$ cat config.mk
export PLATFORM = sky130hd
export DESIGN_NAME = cmods7_ui_ctrl
export DESIGN_NICKNAME = d
export VERILOG_FILES = /design/src/rtl/cmods7_ui_pkg.sv /design/src/rtl/cmods7_btn_class.sv /design/src/rtl/cmods7_ui_ctrl.sv
export SDC_FILE = /design/constraint.sdc
export NUM_CORES = 1
export LEC_CHECK = 0
export CAP_MARGIN = 0
export CORE_MARGIN = 1.5
export CORE_UTILIZATION = 52
export DETAILED_ROUTE_END_ITERATION = 12
export PLACE_DENSITY = 0.74
export SYNTH_ARGS = -nofsm -noshare
export SYNTH_HDL_FRONTEND = slang
export SYNTH_SLANG_ARGS = --single-unit
$ cat constraint.sdc
create_clock -name clk -period 2.4 [get_ports clk]
set_input_delay 0.24 -clock clk [delete_from_list [all_inputs] [get_ports clk]]
set_output_delay 0.24 -clock clk [all_outputs]
set_load 0.02 [all_outputs]
$ cat src/rtl/cmods7_ui_pkg.sv
// cmods7_ui_pkg
//   Shared types and constants for the CmodS7 user-interface controller.
//   - mode_t       : RUN / MENU operating mode
//   - evt_code_t   : event code {btn, is_long}, packs to the 2-bit event bus
//   - cls_state_t  : per-button press classifier states
//   - EVT_DEPTH    : event queue depth, 4 when CMODS7_UI_EVT_FIFO_EN is
//                    defined, otherwise 1 (single holding register)
//   - thermo4()    : 4-segment thermometer of a 0..7 level, clipped at 4
package cmods7_ui_pkg;

    typedef enum logic {
        MODE_RUN  = 1'b0,
        MODE_MENU = 1'b1
    } mode_t;

    typedef struct packed {
        logic btn;
        logic is_long;
    } evt_code_t;

    typedef enum logic [1:0] {
        CLS_WAIT_REL = 2'd0,
        CLS_IDLE     = 2'd1,
        CLS_PRESSED  = 2'd2
    } cls_state_t;

`ifdef CMODS7_UI_EVT_FIFO_EN
    localparam int EVT_DEPTH = 4;
`else
    localparam int EVT_DEPTH = 1;
`endif

    function automatic logic [3:0] thermo4(input logic [2:0] level);
        logic [3:0] bar;
        case (level)
            3'd0:    bar = 4'b0000;
            3'd1:    bar = 4'b0001;
            3'd2:    bar = 4'b0011;
            3'd3:    bar = 4'b0111;
            default: bar = 4'b1111;
        endcase
        return bar;
    endfunction

endpackage

$ cat src/rtl/cmods7_btn_class.sv
// cmods7_btn_class
//   Classifies presses of one debounced button as short or long.
//   Ports:
//     clk        in   system clock
//     rst        in   synchronous active-high reset
//     btn_q_i    in   registered button level
//     tick_i     in   1 ms tick, shared between classifiers
//     evt_o      out  one-cycle event strobe
//     evt_long_o out  qualifies evt_o: 1 = long press, 0 = short press
//   Parameter LONG_MS: number of ms ticks that make a press long.
module cmods7_btn_class
    import cmods7_ui_pkg::*;
#(
    parameter int LONG_MS = 1000
) (
    input  logic clk,
    input  logic rst,
    input  logic btn_q_i,
    input  logic tick_i,
    output logic evt_o,
    output logic evt_long_o
);

    localparam int CW = $clog2(LONG_MS + 1);

    cls_state_t    state_q, state_d;
    logic [CW-1:0] ms_cnt_q, ms_cnt_d;

    always_ff @(posedge clk) begin
        if (rst) begin
            state_q  <= CLS_WAIT_REL;
            ms_cnt_q <= '0;
        end else begin
            state_q  <= state_d;
            ms_cnt_q <= ms_cnt_d;
        end
    end

    // The event strobe is combinational from the state so that the pending
    // bit in the parent registers on the same edge the classifier moves on.
    // A release in the same cycle as the final tick counts as short.
    always_comb begin
        state_d    = state_q;
        ms_cnt_d   = ms_cnt_q;
        evt_o      = 1'b0;
        evt_long_o = 1'b0;
        case (state_q)
            CLS_WAIT_REL: begin
                if (!btn_q_i) state_d = CLS_IDLE;
            end
            CLS_IDLE: begin
                if (btn_q_i) begin
                    state_d  = CLS_PRESSED;
                    ms_cnt_d = '0;
                end
            end
            CLS_PRESSED: begin
                if (!btn_q_i) begin
                    evt_o   = 1'b1;
                    state_d = CLS_IDLE;
                end else if (tick_i) begin
                    if (ms_cnt_q == CW'(LONG_MS - 1)) begin
                        evt_o      = 1'b1;
                        evt_long_o = 1'b1;
                        state_d    = CLS_WAIT_REL;
                    end else begin
                        ms_cnt_d = ms_cnt_q + 1'b1;
                    end
                end
            end
            default: state_d = CLS_WAIT_REL;
        endcase
    end

endmodule

$ cat src/rtl/cmods7_ui_ctrl.sv
// cmods7_ui_ctrl
//   User-side controller for the CmodS7 board: short/long button events,
//   RUN/MENU mode machine, event queue and LED/RGB drive generation.
//   Ports:
//     clk, rst                 clock, synchronous active-high reset
//     btn_i[1:0]               debounced buttons, active high
//     level_i[2:0]             level shown as a bar in RUN
//     busy_i, fault_i          status inputs for the RGB LED
//     evt_valid_o/evt_ready_i  event handshake
//     evt_code_o[1:0]          {button index, long}
//     evt_drop_o[7:0]          saturating dropped-event count
//     mode_o                   0 = RUN, 1 = MENU
//     menu_sel_o[1:0]          menu selection
//     led_o[3:0]               discrete LEDs
//     led0_r_o/g_o/b_o         RGB LED
//   Macro CMODS7_UI_EVT_FIFO_EN: 4-entry event FIFO when defined, single
//   holding register otherwise.
module cmods7_ui_ctrl
    import cmods7_ui_pkg::*;
#(
    parameter int CLK_FREQ = 12_000_000,
    parameter int LONG_MS  = 1000,
    parameter int BLINK_HZ = 2
) (
    input  logic       clk,
    input  logic       rst,
    input  logic [1:0] btn_i,
    input  logic [2:0] level_i,
    input  logic       busy_i,
    input  logic       fault_i,
    output logic       evt_valid_o,
    input  logic       evt_ready_i,
    output logic [1:0] evt_code_o,
    output logic [7:0] evt_drop_o,
    output logic       mode_o,
    output logic [1:0] menu_sel_o,
    output logic [3:0] led_o,
    output logic       led0_r_o,
    output logic       led0_g_o,
    output logic       led0_b_o
);

    localparam int TICK_DIV  = CLK_FREQ / 1000;
    localparam int BLINK_DIV = CLK_FREQ / (2 * BLINK_HZ);
    localparam int PW        = $clog2(TICK_DIV + 1);
    localparam int BW        = $clog2(BLINK_DIV + 1);

    logic [1:0]    btn_q;
    logic [PW-1:0] presc_q;
    logic          tick;
    logic [BW-1:0] blink_cnt_q;
    logic          blink_q;
    logic [1:0]    cls_evt, cls_long;
    logic [1:0]    pend_q, pend_d, pend_long_q, pend_long_d;
    logic          svc_valid;
    evt_code_t     svc_code;
    mode_t         mode_q, mode_d;
    logic [1:0]    sel_q, sel_d;
    logic          q_wr, q_push, q_pop, q_drop;
    logic [7:0]    drop_q;
    logic [3:0]    led_q, led_d;
    logic          r_q, g_q, b_q, r_d, g_d, b_d;

    // Button sampler is deliberately left out of reset: a button held through
    // reset must already read as pressed on the first cycle afterwards, so
    // that the classifiers stay in WAIT_REL instead of seeing a fresh press.
    always_ff @(posedge clk) begin
        btn_q <= btn_i;
    end

    // Free-running 1 ms prescaler and blink phase generator.
    assign tick = (presc_q == PW'(TICK_DIV - 1));

    always_ff @(posedge clk) begin
        if (rst) begin
            presc_q     <= '0;
            blink_cnt_q <= '0;
            blink_q     <= 1'b1;
        end else begin
            presc_q <= tick ? '0 : presc_q + 1'b1;
            if (blink_cnt_q == BW'(BLINK_DIV - 1)) begin
                blink_cnt_q <= '0;
                blink_q     <= ~blink_q;
            end else begin
                blink_cnt_q <= blink_cnt_q + 1'b1;
            end
        end
    end

    cmods7_btn_class #(.LONG_MS(LONG_MS)) u_cls0 (
        .clk        (clk),
        .rst        (rst),
        .btn_q_i    (btn_q[0]),
        .tick_i     (tick),
        .evt_o      (cls_evt[0]),
        .evt_long_o (cls_long[0])
    );

    cmods7_btn_class #(.LONG_MS(LONG_MS)) u_cls1 (
        .clk        (clk),
        .rst        (rst),
        .btn_q_i    (btn_q[1]),
        .tick_i     (tick),
        .evt_o      (cls_evt[1]),
        .evt_long_o (cls_long[1])
    );

    // Arbiter: one pending event per cycle, button 0 first. A new classifier
    // event overrides the clear of its own pending bit.
    always_comb begin
        svc_valid        = |pend_q;
        svc_code.btn     = ~pend_q[0];
        svc_code.is_long = pend_q[0] ? pend_long_q[0] : pend_long_q[1];
        pend_d           = pend_q;
        pend_long_d      = pend_long_q;
        if (pend_q[0]) begin
            pend_d[0] = 1'b0;
        end else if (pend_q[1]) begin
            pend_d[1] = 1'b0;
        end
        for (int b = 0; b < 2; b++) begin
            if (cls_evt[b]) begin
                pend_d[b]      = 1'b1;
                pend_long_d[b] = cls_long[b];
            end
        end
    end

    // Router: long button 0 toggles the mode, RUN forwards everything else
    // to the queue, MENU consumes short presses as selection moves.
    always_comb begin
        mode_d = mode_q;
        sel_d  = sel_q;
        q_wr   = 1'b0;
        if (svc_valid) begin
            if (!svc_code.btn && svc_code.is_long) begin
                mode_d = (mode_q == MODE_RUN) ? MODE_MENU : MODE_RUN;
            end else if (mode_q == MODE_RUN) begin
                q_wr = 1'b1;
            end else if (!svc_code.is_long) begin
                sel_d = svc_code.btn ? sel_q + 2'd1 : sel_q - 2'd1;
            end
        end
    end

    always_ff @(posedge clk) begin
        if (rst) begin
            pend_q      <= '0;
            pend_long_q <= '0;
            mode_q      <= MODE_RUN;
            sel_q       <= '0;
        end else begin
            pend_q      <= pend_d;
            pend_long_q <= pend_long_d;
            mode_q      <= mode_d;
            sel_q       <= sel_d;
        end
    end

    // Event queue. A pop frees room for a write in the same cycle, so a
    // full queue only drops when the consumer is not accepting.
    assign q_pop = evt_valid_o & evt_ready_i;

`ifdef CMODS7_UI_EVT_FIFO_EN
    evt_code_t  fifo_q [EVT_DEPTH];
    logic [1:0] rd_ptr_q, wr_ptr_q;
    logic [2:0] cnt_q;
    logic       q_full;

    assign q_full = (cnt_q == 3'(EVT_DEPTH));
    assign q_push = q_wr & (~q_full | q_pop);
    assign q_drop = q_wr & q_full & ~q_pop;

    always_ff @(posedge clk) begin
        if (rst) begin
            for (int i = 0; i < EVT_DEPTH; i++) fifo_q[i] <= '0;
            rd_ptr_q <= '0;
            wr_ptr_q <= '0;
            cnt_q    <= '0;
        end else begin
            if (q_push) begin
                fifo_q[wr_ptr_q] <= svc_code;
                wr_ptr_q         <= wr_ptr_q + 2'd1;
            end
            if (q_pop) rd_ptr_q <= rd_ptr_q + 2'd1;
            cnt_q <= cnt_q + {2'b00, q_push} - {2'b00, q_pop};
        end
    end

    assign evt_valid_o = (cnt_q != 3'd0);
    assign evt_code_o  = fifo_q[rd_ptr_q];
`else
    logic      hold_valid_q;
    evt_code_t hold_code_q;

    assign q_push = q_wr & (~hold_valid_q | q_pop);
    assign q_drop = q_wr & hold_valid_q & ~q_pop;

    always_ff @(posedge clk) begin
        if (rst) begin
            hold_valid_q <= 1'b0;
            hold_code_q  <= '0;
        end else if (q_push) begin
            hold_valid_q <= 1'b1;
            hold_code_q  <= svc_code;
        end else if (q_pop) begin
            hold_valid_q <= 1'b0;
        end
    end

    assign evt_valid_o = hold_valid_q;
    assign evt_code_o  = hold_code_q;
`endif

    // Saturating dropped-event counter.
    always_ff @(posedge clk) begin
        if (rst) begin
            drop_q <= '0;
        end else if (q_drop && drop_q != 8'hFF) begin
            drop_q <= drop_q + 8'd1;
        end
    end

    // LED generator: bar graph in RUN, blinking one-hot selection in MENU,
    // RGB by fault > busy > MENU > idle priority.
    always_comb begin
        led_d = (mode_q == MODE_RUN) ? thermo4(level_i)
                                     : ((4'b0001 << sel_q) & {4{blink_q}});
        r_d = 1'b0;
        g_d = 1'b0;
        b_d = 1'b0;
        if (fault_i) begin
            r_d = blink_q;
        end else if (busy_i) begin
            b_d = 1'b1;
        end else if (mode_q == MODE_MENU) begin
            g_d = 1'b1;
            b_d = 1'b1;
        end else begin
            g_d = 1'b1;
        end
    end

    always_ff @(posedge clk) begin
        if (rst) begin
            led_q <= '0;
            r_q   <= 1'b0;
            g_q   <= 1'b0;
            b_q   <= 1'b0;
        end else begin
            led_q <= led_d;
            r_q   <= r_d;
            g_q   <= g_d;
            b_q   <= b_d;
        end
    end

    assign evt_drop_o = drop_q;
    assign mode_o     = mode_q;
    assign menu_sel_o = sel_q;
    assign led_o      = led_q;
    assign led0_r_o   = r_q;
    assign led0_g_o   = g_q;
    assign led0_b_o   = b_q;

endmodule

# Yosys cells after proc, flatten, opt, wreduce, memory -nomap -nowiden
# Cells that the tools add are included.
dict set report word_totals {
  register_bits 88
  input_bits 10
  out_inout_bits 21
  wordCells 138
}
dict set report op_classes {
  n_addsub 7
  eq_ne 27
  n_shift 1
  n_mux 49
  n_bitwise 13
  reduce_logical 19
}
# cell count
set op_table {}
lappend op_table {{10-bit two-way mux} 8}
lappend op_table {{10-bit case mux with 2 select lines} 2}
lappend op_table {{1-bit two-way mux} 24}
lappend op_table {{22-bit by 1-bit adder with 22-bit output, second input constant} 1}
lappend op_table {{22-bit equality test, second input constant} 1}
lappend op_table {{2-bit two-way mux} 11}
lappend op_table {{10-bit by 1-bit adder with 10-bit output, second input constant} 2}
lappend op_table {{10-bit equality test, second input constant} 2}
lappend op_table {{2-bit != test, second input constant} 10}
lappend op_table {{4-bit case mux with 4 select lines} 1}
lappend op_table {{14-bit by 1-bit adder with 14-bit output, second input constant} 1}
lappend op_table {{14-bit equality test, second input constant} 1}
lappend op_table {{2-bit case mux with 3 select lines} 2}
lappend op_table {{4-bit AND reduction} 3}
lappend op_table {{5-bit AND reduction} 2}
lappend op_table {{2-bit OR reduction} 5}
lappend op_table {{8-bit by 1-bit adder with 8-bit output, second input constant} 1}
lappend op_table {{8-bit != test, second input constant} 1}
lappend op_table {{1-bit inverter} 7}
lappend op_table {{3-bit by 2-bit equality test with 1-bit output, second input constant} 2}
lappend op_table {{3-bit by 2-bit != test with 1-bit output, second input constant} 2}
lappend op_table {{3-bit != test, second input constant} 2}
lappend op_table {{2-bit nonzero test} 3}
lappend op_table {{1-bit AND} 4}
lappend op_table {{14 further kinds} 18}

# Depth between registers and ports, before layout
# Gate-level depths: netlist (run 1).
dict set report depth {
  depth_word 7
  mapped_depth 7
  depth_no_buf 6
}

# Hierarchy
# From an unflattened synthesis (run 1), not the netlist that was laid out.
dict set report unflattened {
  hier_cells 497
  hier_area_um2 4255.3
}
# mod n_inst cells_each area_each_um2 seq_area_each_um2
set by_module_without_submodules {}
lappend by_module_without_submodules {cmods7_ui_ctrl 1 317 2776.4 1281.2}
lappend by_module_without_submodules {cmods7_btn_class 2 90 739.5 240.2}

# Worst setup path after synthesis (run 1)
# Ideal clock, no wire load.
dict set report synth_path {
  path_kind {register to register}
  start {register presc_q[0]}
  end {register u_cls0.ms_cnt_q[3]}
  setup_ps 88
  t_arrival_ps 2165
  required_ps 2312
  setup_slack_ps 147
  path_stages_with_launch 8
  path_buffers 1
  synth_period_minus_slack_ps 2253
  cell_sequence {dfxtp_1 -> ha_1 -> nand4_1 -> or4_4 -> buf_6 -> nor4b_4 -> a41oi_1 -> a311oi_2}
}
dict set report synth_via {
  elab_chain_len 3
}
# element line_no
set synth_lines {}
lappend synth_lines {{start: declaration} cmods7_ui_ctrl.sv:49} ;# logic [PW-1:0] presc_q;
lappend synth_lines {{start signal: assignment} cmods7_ui_ctrl.sv:80} ;# presc_q <= tick ? '0 : presc_q + 1'b1;
lappend synth_lines {{14-bit equality test} cmods7_ui_ctrl.sv:72} ;# assign tick = (presc_q == PW'(TICK_DIV - 1));
lappend synth_lines {{2-bit != test (no source line)} --}
lappend synth_lines {{5-bit AND reduction (no source line)} --}
lappend synth_lines {{end signal: assignment} cmods7_btn_class.sv:35} ;# ms_cnt_q <= ms_cnt_d;
lappend synth_lines {{end: declaration} cmods7_btn_class.sv:27} ;# logic [CW-1:0] ms_cnt_q, ms_cnt_d;
# No other way between the ends.
# A chain may end at the register's enable or synchronous reset.

# Final worst setup path (run 1)
dict set report layout_path {
  start {register presc_q[8]}
  end {register u_cls0.ms_cnt_q[3]}
}
# The elaborated chain is that of the path after synthesis.

==> results of run 1 <==
[synthesized netlist by cell type, types with 2 or more instances]
| master | number |
|---|---|
| sky130_fd_sc_hd__or4_1 | 2 |
| sky130_fd_sc_hd__a311oi_1 | 5 |
| sky130_fd_sc_hd__nand2_1 | 31 |
| sky130_fd_sc_hd__mux2i_1 | 3 |
| sky130_fd_sc_hd__o31ai_1 | 2 |
| sky130_fd_sc_hd__nor2_1 | 64 |
| sky130_fd_sc_hd__a21oi_1 | 20 |
| sky130_fd_sc_hd__clkbuf_1 | 13 |
| sky130_fd_sc_hd__ha_1 | 5 |
| sky130_fd_sc_hd__nand3b_1 | 2 |
| sky130_fd_sc_hd__a21o_1 | 3 |
| sky130_fd_sc_hd__buf_1 | 2 |
| sky130_fd_sc_hd__a41oi_1 | 2 |
| sky130_fd_sc_hd__nor4_1 | 6 |
| sky130_fd_sc_hd__a21boi_0 | 2 |
| sky130_fd_sc_hd__or3_1 | 3 |
| sky130_fd_sc_hd__a31o_2 | 2 |
| sky130_fd_sc_hd__nor4b_1 | 4 |
| sky130_fd_sc_hd__o21ai_0 | 14 |
| sky130_fd_sc_hd__and3_1 | 12 |
| sky130_fd_sc_hd__dfxtp_1 | 88 |
| sky130_fd_sc_hd__and4_1 | 3 |
| sky130_fd_sc_hd__a31oi_1 | 8 |
| sky130_fd_sc_hd__nor2b_1 | 5 |
| sky130_fd_sc_hd__o2111a_1 | 4 |
| sky130_fd_sc_hd__xor2_1 | 24 |
| sky130_fd_sc_hd__a211oi_1 | 6 |
| sky130_fd_sc_hd__nand4b_1 | 5 |
| sky130_fd_sc_hd__nand2b_1 | 15 |
| sky130_fd_sc_hd__nand4_1 | 12 |
| sky130_fd_sc_hd__nand3_1 | 18 |
| sky130_fd_sc_hd__xnor2_1 | 18 |
| sky130_fd_sc_hd__nor3_1 | 19 |
| sky130_fd_sc_hd__inv_1 | 11 |
[kinds of logic (layout without fill, tap and decap cells)]
| kind of cell | after synthesis | after routing | share of synthesized area [%] |
|---|---|---|---|
| XOR/XNOR | 42 | 42 | 9.22 |
| AND/OR/NAND/NOR | 211 | 211 | 28.3 |
| buffers and inverters | 27 | 70 | 2.73 |
| adder cells (fa/ha/maj) | 5 | 5 | 1.57 |
| multiplexers | 3 | 3 | 0.753 |
| flip-flops | 88 | 88 | 44.2 |
| AO/OA/AOI/OAI | 76 | 76 | 13.3 |
[power breakdown]
part | leakage (nW) | internal (W) | switching (W)
clock network | 0.102 | 0.000432 | 0.000560
registers | 0.713 | 0.00148 | 0.0000172
logic | 0.764 | 0.0000539 | 0.0000715
[per-layer routing]
layer | vias to the layer above | global-route usage (%) | wire (µm)
met5 | - | 0 | 0
met4 | 0 | 8.07 | 111
met3 | 9 | 3.11 | 283
met2 | 58 | 32.1 | 3600
met1 | 1540 | 25.7 | 3650
li1 | 1699 | - | -
[critical path, stage by stage (launching register included)]
cell and delay, ns:
sky130_fd_sc_hd__dfxtp_1 0.36, sky130_fd_sc_hd__or3b_4 0.42, sky130_fd_sc_hd__or4_4 0.62, sky130_fd_sc_hd__nor4b_4 0.35, sky130_fd_sc_hd__a41oi_1 0.19, sky130_fd_sc_hd__a311oi_2 0.25
[worst paths after layout]
path	startpoint	to	depth (start not counted)
max	presc_q[8]$_SDFF_PP0_	u_cls0.ms_cnt_q[3]$_SDFFE_PP0P_	5
min	rst	menu_sel_o[0]$_SDFFE_PP0P_	2
max reg2reg	presc_q[8]$_SDFF_PP0_	u_cls0.ms_cnt_q[3]$_SDFFE_PP0P_	5
min reg2reg	blink_cnt_q[0]$_SDFF_PP0_	blink_cnt_q[0]$_SDFF_PP0_	1
[sequential cells by signal (all words and copies together), names as in the netlist, 4 cells and up]
signal and flops:
blink_cnt_q 22, presc_q 14, u_cls0.ms_cnt_q 10, u_cls1.ms_cnt_q 10, evt_drop_o 8, led_o 4
[area by class of cell]
cell class	instances	share of cell area (%)
Clock buffer	10	2.97
Clock inverter	6	1.24
Inverter	11	0.891
Multi-Input combinational cell	337	45.7
Sequential cell	88	38.0
Tap cell	99	2.67
Timing Repair Buffer	43	8.48
[what timing repair did]
action / 4_1_cts / 5_1_grt
gates resized for setup: 0 / 0
buffers inserted: 0 / 1
endpoints found under the setup margin: 0 / 7
[stage by stage]
step	hold slack (ns)	total power [W]	util, %
2_1_floorplan	0.268	0.00161	-
3_3_place_gp	0.430	0.00165	60.4
3_5_place_dp	0.441	0.00166	60.4
4_1_cts	0.287	0.00265	63.1
5_1_grt	0.312	0.00274	63.2
6_report	0.298	0.00261	63.2
==> results.cfg, run 1 <==
[die]
die_h_um = 90.6
core_region_um2 = 7330
die_area_um2 = 8200
die_width_um = 90.6
start_util_pct = 54.4
design.portCount = 31
rows = 31

[cells_and_area]
sequential_cell_area_um2 = 1760
layout.cells.most_common_list = sky130_fd_sc_hd__dfxtp_1, sky130_fd_sc_hd__nor2_1, sky130_fd_sc_hd__nand2_1
final_layout_size_suffix_gt1_share_pct = 8.28
final_cell_count_no_fill = 594
final_nets = 505
multi_input_comb_area_um2 = 2120
insertedDiodeCount = 0
mostFrequentLayoutCell = sky130_fd_sc_hd__dfxtp_1
filler_cell_count = 608
design_area_um2 = 4630
area.growth.synth_to_final_pct = 16.2

[timing]
timing.final.setup_violations = 0
fmaxAchievable_mhz = 440
fin_skew_ns = 0.0119
final-hold-violation-count = 0
final-max-slew-violation-count = 0
totalNegativeSetupSlack_ns = 0
post-route-worst-setup-slack_ns = 0.126
tightestPinTransition_ns = 0.823
rsz0062_at_grt = true
slew_headroom_pct = 44.7
period_minus_slack_ns = 2.27
final.period_utilization_pct = 94.7

[logic_synthesis]
mappedNetlistArea_um2 = 3990
postSynthCellCount = 452
synthesis.yosys.warnings = 0
yosysTopAreaCellShare_pct = 44.2
yosysSeqAreaShare_pct = 44.2
synthTopCellsByArea = sky130_fd_sc_hd__dfxtp_1, sky130_fd_sc_hd__nor2_1, sky130_fd_sc_hd__xor2_1
syn_nets = 467
async_flop_share_pct = 0
synth_edf_count = 0
yosysTopAreaCell = sky130_fd_sc_hd__dfxtp_1
synth_top_flop_cell = sky130_fd_sc_hd__dfxtp_1
synth.ff_latch_count = 88
post_synth_num_cell_types = 53
syn_area_per_cell_um2 = 8.82

[worst_hold_path]
min-delay-path-class = primary input to flip-flop

[pwr]
power_leakage_nw = 1.58
vdd.ir_drop.worst_uv = 343
power_density_of_the_placed_cells_nw_per_um2 = 565

[setup_path]
timing.critical_path.fanout_max = 7
setup.reg_to_reg.worst_slack_ns = 0.13
critical_path_start_type = flip-flop
worst-setup-path-type = flip-flop to flip-flop
endpoint_kind = flip-flop
timing.critical_path.required_ns = 2.67
arrival_ns = 2.55

[cts]
cts_tree = yes
post_cts_hold_buffer_count = 0
cts.htree.levels = 3
insertion_delay_ns = 0.36
cts_sink_cnt = 88
cts_buffer_depth = 2
cts_root_buffer = sky130_fd_sc_hd__clkbuf_8
clk_transition_reported_paths_ns = 0.09
cts_inserted_buffers = 9

[routing]
routed_wire_per_std_cell_um = 12.9
dr_total_vias = 3306
detailedRoute.firstPassIterationCount = 4
final_antenna_net_count = 0
routed_via_density = 5.57
wl_mm = 7.64
drc_violations_left = 0
drtIter0Drc = 183

[grt]
pin_count_of_the_biggest_net_entering_global_routing = 33
first_pass_grt_wire_length_mm = 13.5
gr-total-overflow = 0
gr-usage-all-layers_pct = 19.7
first_global_vias = 3044
grt_antenna_before_repair = 0

[placement]
numPortBuffers = 30
dp_slack_ns = 0.0950
placed_cell_count = 577
dpl_cell_area_um2 = 4430
post-dp-hpwl_mm = 5.27
place.gp.congestion = 0.782

[job]
timing.max_cap.violations = 0

[run_status]
run_status = finished clean
(Power assumes the default switching activity.)
==> run 2: changes to the inputs <==
--- a/config.mk
+++ b/config.mk
@@ -6,10 +6,10 @@
 export NUM_CORES = 1
 export LEC_CHECK = 0
 export CAP_MARGIN = 0
-export CORE_MARGIN = 1.5
-export CORE_UTILIZATION = 52
+export CORE_MARGIN = 2
+export CORE_UTILIZATION = 60
 export DETAILED_ROUTE_END_ITERATION = 12
-export PLACE_DENSITY = 0.74
+export PLACE_DENSITY = 0.81
 export SYNTH_ARGS = -nofsm -noshare
 export SYNTH_HDL_FRONTEND = slang
 export SYNTH_SLANG_ARGS = --single-unit
==> constraint.sdc (replaced) <==
create_clock -name clk -period 2.85 [get_ports clk]
set_input_delay 0.285 -clock clk [delete_from_list [all_inputs] [get_ports clk]]
set_output_delay 0.285 -clock clk [all_outputs]
set_load 0.02 [all_outputs]
==> run 2 against run 1 <==
Sequential power shrank 16%; total power shrank 19%; flip-flop and latch count is the same; critical path depth grew 1; die area shrank 11%; via count grew 1.6%; wire length grew 1.1%; non-clock buffer count shrank 8; critical endpoint unchanged; largest cell class unchanged.
==> results.cfg, run 2 (synthesis gave the netlist of run 1 again) <==
[cts]
clk_transition_reported_paths_ns = 0.08
cts_buffer_depth = 2
insertion_delay_ns = 0.35
post-cts-setup-buffer-count = 0
cts_resized = 0
cts_tree = yes
cts_root_buffer = sky130_fd_sc_hd__clkbuf_8
cts_sink_cnt = 88
post_cts_hold_buffer_count = 0
cts_inserted_buffers = 9
cts.htree.levels = 3

[setup_path]
timing.critical_path.fanout_max = 8
endpoint_kind = flip-flop
worstSetupStartpoint = presc_q[0]$_SDFF_PP0_
slowest_stage = sky130_fd_sc_hd__or4_4
arrival_ns = 2.68
worst_path_largest_cell_delay_ns = 0.65
timing.critical_path.required_ns = 3.12
critical_path_start_type = flip-flop
path_cells = ha_1, nand4_1, or4_4, nor4b_4, a41oi_1, a311oi_2
worst-setup-path-type = flip-flop to flip-flop
critical_path.reg2reg.startpoint = presc_q[0]$_SDFF_PP0_

[timing]
slew_headroom_pct = 49.4
totalNegativeSetupSlack_ns = 0
tightestPinTransition_ns = 0.755
final-hold-violation-count = 0
rsz0062_at_grt = false
fin_worst_hold_slack_ns = 0.389
fin_skew_ns = 0.00630
final-max-slew-violation-count = 0
timing.final.setup_violations = 0
period_minus_slack_ns = 2.41
final.period_utilization_pct = 84.6
fmaxAchievable_mhz = 415

[cells_and_area]
layout.cells.most_common_list = sky130_fd_sc_hd__dfxtp_1, sky130_fd_sc_hd__nor2_1, sky130_fd_sc_hd__nand2_1
largest_register_ff_count = 22
largestRegisters = blink_cnt_q x22, presc_q x14
insertedDiodeCount = 0
area.growth.synth_to_final_pct = 13.4
mostFrequentLayoutCell = sky130_fd_sc_hd__dfxtp_1
final_nets = 497
regMostFlops = blink_cnt_q
final_layout_size_suffix_gt1_share_pct = 6.38

[worst_hold_path]
min_from = btn_i[1]
min-delay-path-class = primary input to flip-flop

[routing]
drtIter0Drc = 167
wl_mm = 7.73
final_antenna_net_count = 0
detailedRoute.firstPassIterationCount = 4
drc_violations_left = 0
routed_wire_per_std_cell_um = 13.7
dr_total_vias = 3360
routed_via_density = 5.97

[die]
die_h_um = 85.5
die_area_um2 = 7310
design.portCount = 31
die_width_um = 85.5
rows = 29
start_util_pct = 62.4
core_region_um2 = 6390

[grt]
gr-total-overflow = 0
grt_antenna_before_repair = 0
pin_count_of_the_biggest_net_entering_global_routing = 38
first_pass_grt_wire_length_mm = 13.3
first_global_vias = 3045
gr-usage-all-layers_pct = 22.3

[placement]
post-dp-hpwl_mm = 5.43
numPortBuffers = 30
place.gp.congestion = 0.835

[pwr]
power_density_of_the_placed_cells_nw_per_um2 = 470
vdd.ir_drop.worst_uv = 349
fin_total_pwr_w = 0.00213
power_leakage_nw = 1.52

[run_status]
run_status = finished clean

[job]
timing.max_cap.violations = 0
## run 2: cell types whose count changed in the layout (fill, tap and decap cells not counted), sizes merged
cell      before  now
clkbuf        10   12
inv           16   11
clkinv         1    2
buf           14    6
clkinvlp       0    1
## run 2: where the power goes
part           leakage (nW)  switching, W  internal [W]
registers             0.713     0.0000176       0.00125
clock network        0.0882      0.000405      0.000357
logic                 0.722     0.0000571     0.0000438
## run 2: routing by layer
metal | global-route usage (%) | vias up | part of all wire, %
met3 | 6.54 | 11 | 4.0
li1 | - | 1680 | -
met4 | 6.93 | 0 | 1.4
met2 | 36.4 | 64 | 46
met5 | 0 | - | 0
met1 | 28.7 | 1605 | 48
## run 2: cell type report
type / count / area (µm²)
Tap cell: 77 / 96.3
Clock buffer: 12 / 155
Multi-Input combinational cell: 337 / 2120
Sequential cell: 88 / 1760
Clock inverter: 3 / 17.5
Timing Repair Buffer: 35 / 333
Inverter: 11 / 41.3
Fill cell: 500 / 1860
## run 2: final timing paths
kind                                                        end  slack (ns)  cells after the start
worst max-delay path            u_cls0.ms_cnt_q[3]$_SDFFE_PP0P_        0.44                      6
worst min-delay path                           btn_q[1]$_DFF_P_        0.39                      1
worst max register to register  u_cls0.ms_cnt_q[3]$_SDFFE_PP0P_        0.44                      6
worst min register to register           pend_q[1]$_SDFFE_PP0P_        0.45                      2
## run 2: per-stage QoR
step / utilization [%] / cell area [µm²] / std cells / worst slack [ns]
3_3_place_gp: 68.1 / 4350 / 548 / 0.525
3_5_place_dp: 68.1 / 4350 / 548 / 0.437
2_1_floorplan: - / 3990 / 452 / 0.597
4_1_cts: 70.8 / 4520 / 563 / 0.418
5_1_grt: 70.8 / 4520 / 563 / 0.263
6_report: 70.8 / 4520 / 563 / 0.439
## run 2: worst max-delay path: cells and delay by family, from the launching register on
family / cells / cell delay, ns
flops: 1 / 0.39
compound gates: 2 / 0.44
simple gates: 3 / 1.26
fa+ha+maj: 1 / 0.24
